[src/rtl/alu_seq_pkg.sv]
// Shared state encodings, ALU opcodes and request codes for the ALU sequencer.
// The ALU opcode is the concatenation {instr[15], instr[12:11]}.
package alu_seq_pkg;

    typedef logic [2:0] state_t;

    localparam state_t S_IDLE  = 3'd0;
    localparam state_t S_TEST  = 3'd1;
    localparam state_t S_ADD   = 3'd2;
    localparam state_t S_SHL   = 3'd3;
    localparam state_t S_SHR   = 3'd4;
    localparam state_t S_SHIFT = 3'd5;
    localparam state_t S_DONE  = 3'd6;

    localparam logic [2:0] OP_ADD_R = 3'b000;
    localparam logic [2:0] OP_ADD_I = 3'b001;
    localparam logic [2:0] OP_SUB_R = 3'b010;
    localparam logic [2:0] OP_SUB_I = 3'b011;
    localparam logic [2:0] OP_LSL   = 3'b100;
    localparam logic [2:0] OP_LSR   = 3'b110;
    localparam logic [2:0] OP_IDLE  = 3'b111;

    localparam logic [1:0] REQ_MUL  = 2'b00;
    localparam logic [1:0] REQ_SHL  = 2'b01;
    localparam logic [1:0] REQ_SHR  = 2'b10;
    localparam logic [1:0] REQ_PASS = 2'b11;

endpackage

[src/rtl/alu_seq_drive.sv]
// Combinational mux from sequencer state to ALU operands and opcode.
// States that do not use the ALU park it on the idle opcode with zero operands.
module alu_seq_drive
    import alu_seq_pkg::*;
#(
    parameter int unsigned WIDTH = 16
) (
    input  state_t             state,
    input  logic               shift_active,
    input  logic               shift_right,
    input  logic [WIDTH-1:0]   p,
    input  logic [WIDTH-1:0]   m,
    input  logic [WIDTH-1:0]   q,
    input  logic [WIDTH-1:0]   r,
    output logic [WIDTH-1:0]   rsdata,
    output logic [WIDTH-1:0]   rmdata,
    output logic [2:0]         opcode
);

    always_comb begin
        rsdata = '0;
        rmdata = '0;
        opcode = OP_IDLE;
        case (state)
            S_ADD: begin
                rsdata = p;
                rmdata = m;
                opcode = OP_ADD_R;
            end
            S_SHL: begin
                rsdata = m;
                opcode = OP_LSL;
            end
            S_SHR: begin
                rsdata = q;
                opcode = OP_LSR;
            end
            S_SHIFT: begin
                if (shift_active) begin
                    rsdata = r;
                    opcode = shift_right ? OP_LSR : OP_LSL;
                end
            end
            default: ;
        endcase
    end

endmodule

[src/rtl/alu_seq_ctrl.sv]
// Multi-cycle sequencer building multiply and shift-by-N out of single ALU passes.
// Multiply is shift-and-add: P accumulates M while Q is consumed one bit per round.
module alu_seq_ctrl
    import alu_seq_pkg::*;
#(
    parameter int unsigned WIDTH = 16,
    parameter int unsigned CNT_W = 4
) (
    input  logic             clk,
    input  logic             reset,
    input  logic             start,
    input  logic [1:0]       op,
    input  logic [WIDTH-1:0] a,
    input  logic [WIDTH-1:0] b,
    output logic             busy,
    output logic             done,
    output logic [WIDTH-1:0] result,
    output logic [WIDTH-1:0] alu_rsdata,
    output logic [WIDTH-1:0] alu_rmdata,
    output logic [WIDTH-1:0] alu_n,
    output logic             alu_instr_bit_15,
    output logic [1:0]       alu_instr_bit_12_11,
    input  logic [WIDTH-1:0] alu_aluout
);

    state_t             state_q, state_d;
    logic [WIDTH-1:0]   p_q, p_d, m_q, m_d, q_q, q_d, r_q, r_d;
    logic [WIDTH-1:0]   result_q, result_d;
    logic [CNT_W-1:0]   cnt_q, cnt_d;
    logic               dir_q, dir_d;
    logic [2:0]         alu_opcode;

    always_comb begin
        state_d  = state_q;
        p_d      = p_q;
        m_d      = m_q;
        q_d      = q_q;
        r_d      = r_q;
        cnt_d    = cnt_q;
        dir_d    = dir_q;
        result_d = result_q;
        case (state_q)
            S_IDLE: begin
                if (start) begin
                    case (op)
                        REQ_MUL: begin
                            p_d     = '0;
                            m_d     = a;
                            q_d     = b;
                            state_d = S_TEST;
                        end
                        REQ_SHL, REQ_SHR: begin
                            r_d     = a;
                            cnt_d   = b[CNT_W-1:0];
                            dir_d   = (op == REQ_SHR);
                            state_d = S_SHIFT;
                        end
                        default: begin
                            r_d     = a;
                            cnt_d   = '0;
                            state_d = S_SHIFT;
                        end
                    endcase
                end
            end
            S_TEST: begin
                if (q_q == '0) begin
                    result_d = p_q;
                    state_d  = S_DONE;
                end else begin
                    state_d = q_q[0] ? S_ADD : S_SHL;
                end
            end
            S_ADD: begin
                p_d     = alu_aluout;
                state_d = S_SHL;
            end
            S_SHL: begin
                m_d     = alu_aluout;
                state_d = S_SHR;
            end
            S_SHR: begin
                q_d     = alu_aluout;
                state_d = S_TEST;
            end
            S_SHIFT: begin
                if (cnt_q == '0) begin
                    result_d = r_q;
                    state_d  = S_DONE;
                end else begin
                    r_d   = alu_aluout;
                    cnt_d = cnt_q - CNT_W'(1);
                end
            end
            S_DONE:  state_d = S_IDLE;
            default: state_d = S_IDLE;
        endcase
    end

    always_ff @(posedge clk) begin
        if (reset) begin
            state_q  <= S_IDLE;
            p_q      <= '0;
            m_q      <= '0;
            q_q      <= '0;
            r_q      <= '0;
            cnt_q    <= '0;
            dir_q    <= 1'b0;
            result_q <= '0;
        end else begin
            state_q  <= state_d;
            p_q      <= p_d;
            m_q      <= m_d;
            q_q      <= q_d;
            r_q      <= r_d;
            cnt_q    <= cnt_d;
            dir_q    <= dir_d;
            result_q <= result_d;
        end
    end

    alu_seq_drive #(
        .WIDTH (WIDTH)
    ) u_drive (
        .state        (state_q),
        .shift_active (cnt_q != '0),
        .shift_right  (dir_q),
        .p            (p_q),
        .m            (m_q),
        .q            (q_q),
        .r            (r_q),
        .rsdata       (alu_rsdata),
        .rmdata       (alu_rmdata),
        .opcode       (alu_opcode)
    );

    assign busy                = (state_q == S_TEST) || (state_q == S_ADD) ||
                                 (state_q == S_SHL)  || (state_q == S_SHR) ||
                                 (state_q == S_SHIFT);
    assign done                = (state_q == S_DONE);
    assign result              = result_q;
    assign alu_n               = '0;
    assign alu_instr_bit_15    = alu_opcode[2];
    assign alu_instr_bit_12_11 = alu_opcode[1:0];

endmodule
[config.mk]
export PLATFORM = sky130hd
export DESIGN_NAME = alu_seq_ctrl
export DESIGN_NICKNAME = d
export VERILOG_FILES = /design/src/rtl/alu_seq_pkg.sv /design/src/rtl/alu_seq_drive.sv /design/src/rtl/alu_seq_ctrl.sv
export SDC_FILE = /design/constraint.sdc
export NUM_CORES = 1
export LEC_CHECK = 0
export BUFFER_PORTS_ARGS = -buffer_cell sky130_fd_sc_hd__buf_4
export CAP_MARGIN = 20
export CORE_MARGIN = 8
export CORE_UTILIZATION = 54
export CTS_CLUSTER_DIAMETER = 100
export CTS_CLUSTER_SIZE = 40
export DETAILED_ROUTE_END_ITERATION = 16
export GPL_TIMING_DRIVEN = 1
export PLACE_DENSITY = 0.86
export SLEW_MARGIN = 20
export SYNTH_ARGS = -nofsm -noshare
export SYNTH_HDL_FRONTEND = slang
export SYNTH_SLANG_ARGS = --single-unit
[constraint.sdc]
create_clock -name clk -period 2.7 [get_ports clk]
set_clock_uncertainty 0.1 [all_clocks]
set_input_delay 0 -clock clk [delete_from_list [all_inputs] [get_ports clk]]
set_output_delay 0 -clock clk [all_outputs]
set_load 0.005 [all_outputs]
==> flow_summary.toml <==
[die]
die_area_mm2 = 0.01256
die_w_um = 112.1
die_height_um = 112.1
std_cell_rows = 35
ios = 122
core-area_mm2 = 0.009109
initial_core_util_pct = 54.74

[timing]
fmaxAchievable_ghz = 0.3966
finalSetupViolCount = 0
hold_violations = 0
hold_slack_ns = 0.02457
tns_ns = 0
rsz0062_at_grt = "no"
tightest_slew_ns = 0.9089
post-route-period-util_pct = 93.39
fin_crit_ns = 2.522
slew-limit-headroom_pct = 39.41
setup_slack_ns = 0.1784
maxSlewViolCount = 0

[synthesis]
synth_ff_type = "dfxtp_1"
syn_inst = 545
ys_types = 53
synth_edf_count = 0
ys_seq_elements = 88
synthArstFlopShare_pct = 0
synth_top_cell_by_area = "dfxtp_1"
synth_area_mm2 = 0.004986
ys_seq_area_share_pct = 35.33
synth_top_cell_area_share_pct = 35.33
yosysWarnings = 0
yosys-top-cells-area = "dfxtp_1, mux2i_1, nor2_1"
ys_top_cells_by_count = "dfxtp_1, nor2_1, mux2i_1"
avgSynthCellArea_um2 = 9.149

[global_route]
grt_max_degree = 86
grt_overflow_total = 0
grtUsageTotal_pct = 24.94
grt_pass1_vias = 4864
antenna_found_initial = 0
grt_pass1_wl_mm = 25.47

[layout]
area_growth_pct = 28.23
drive_above_1_share_pct = 22.97
fin_cells = 790
nNetsFinal = 731
final.fill_count = 648
antenna_cells = 0

[power_and_ir_drop]
pwr-share-seq_pct = 36.5
pwr-share-clk_pct = 16.4
ir_drop_mv = 0.5403
power.internal_w = 0.003000
power.leakage_nw = 2.955
p_sw_share_pct = 42.52
combPwrFrac_pct = 47.1
p_switching_w = 0.002219
power_density_mw_per_mm2 = 816.4

[clocking]
clkLatencyLatePin_ns = 0.36
cts_root_buf = "clkbuf_8"
ctsHoldBuffers = 50
cts_tree = "done"
ctsResizeCount = 0
clock-sinks = 88
cts_buffer_depth = 2
cts_inserted_buffers = 9
post_cts_buffers = 0
clkTransAtPathRegs_ns = 0.09
cts_max_level = 3

[setup_path]
crit_required_ns = 2.60
critPathArrivalTime_ns = 2.42
crit_path_end_kind = "output port"
endpoint = "alu_rsdata[4]"
crit_path_frequent_cell = "buf_4"
critical_path.cell_chain = "buf_4 -> nand2b_1 -> nor2_1 -> a221o_1 -> buf_4"
startpoint_type = "register"
crit_path_start = "state_q[2]"
cp_max_fo = 16
cpPeakStageDelay_ns = 0.61
r2r-end = "result[7]"
timing.rr.start = "state_q[2]"
crit_type = "reg2out"
critical_path_depth = 5
critPathSlowestCell = "dfxtp_1"
path_buf_inv = 2
reg2reg_depth = 5
cp_top_family = "simple AND/OR/NAND/NOR gates"
rrSetupSlack_ns = 0.38

[route]
drcViolationCount = 0
viasPerCell = 6.296
wl_per_cell_um = 20.41
firstDrtPassIters = 5
num_vias = 4974
ant_nets = 0
wl_mm = 16.12
drtIter0Drc = 483

[placement]
place_congestion = 0.9830
dp_slack_ns = 0.4326
dp_hpwl_mm = 10.70
place_inst = 725
io_buffer_count = 105

[job]
maxCapViolCount = 0

[run_status]
outcome = "complete, no violations"

[hold_path]
min_path_type = "in2reg"
==> power by group through the flow <==
stage	sequential [W]	clock, W	combinational (W)
2_1_floorplan	0.00179	0	0.00177
3_3_place_gp	0.00190	0	0.00226
3_5_place_dp	0.00192	0	0.00232
4_1_cts	0.00189	0.000862	0.00239
5_1_grt	0.00193	0.000922	0.00262
6_report	0.00190	0.000857	0.00246
==> through the flow <==
stage	instance area, µm²	utilization (%)	power (W)
finish	6394	70.19	0.005220
global route	6394	70.19	0.005475
CTS	6394	70.19	0.005141
detailed placement	5714	62.73	0.004233
global placement	5714	62.73	0.004163
floorplan	5042	-	0.003560
==> how the worst min path moves through the flow <==
stage	from	end	slack, ns	cells after the start
floorplan	alu_aluout[0]	p_q[0]	0.06	2
detailed placement	alu_aluout[8]	p_q[8]	0.19	3
global placement	alu_aluout[10]	p_q[10]	0.18	3
CTS	op[0]	dir_q	0.03	5
global route	op[0]	dir_q	0.08	5
finish	op[0]	dir_q	0.02	5
==> layout by cell type, fill, tap and decap left out, types with 4 or more instances in the layout <==
master	n
a211oi_1	32
a21oi_1	24
a221o_1	16
a22oi_1	16
a311oi_1	11
a311oi_2	5
a31oi_1	4
and3_1	18
buf_4	122
clkbuf_8	10
conb_1	16
dfxtp_1	88
dlygate4sd3_1	50
inv_1	7
mux2_1	10
mux2_2	6
mux2i_1	81
nand2_1	4
nor2_1	88
nor2b_1	18
nor3_1	4
nor4_1	4
o21ai_0	4
==> routing by layer <==
metal	part of all wire, %	wire (µm)	vias up	track usage, %
met2	47	7617	328	41.47
li1	-	-	2229	-
met3	9.2	1478	71	5.529
met5	0	0	-	0
met4	5.3	854	0	14.66
met1	38	6172	2346	28.95
==> layout make-up <==
class | instances | area (µm²) | area share (%)
multi-input combinational | 397 | 2872 | 44.91
sequential | 88 | 1762 | 27.55
timing repair buffer | 172 | 1416 | 22.15
tap | 111 | 138.9 | 2.172
clock inverter | 5 | 41.29 | 0.6458
inverter | 7 | 26.28 | 0.4110
clock buffer | 10 | 137.6 | 2.153
==> kinds of logic (layout without fill, tap and decap cells) <==
kind of cell,count (synthesis),after routing,share of synthesized area [%]
other,1,16,0.07521
adder cells (fa/ha/maj),3,3,0.7529
AND/OR/NAND/NOR,155,155,15.83
XOR/XNOR,2,2,0.3514
multiplexers,97,97,19.87
buffers and inverters,75,194,8.281
flip-flops,88,88,35.33
AO/OA/AOI/OAI,124,124,19.50
==> registers in the layout, indices dropped and copies added (netlist names) <==
name	flops
r_q	16
q_q	16
m_q	16
cnt_q	4
p_q	16
state_q	3
dir_q	1
result	16
==> worst reg2reg max path, delay by kind of cell (launching register included) <==
kind                   cells  cell delay, ns
AND/OR/NAND/NOR            2            0.69
buffers and inverters      1            0.23
multiplexers               1            0.36
AO/OA/AOI/OAI              1            0.21
flip-flops                 1            0.61
No activity file was read; power rests on OpenSTA's default activity.
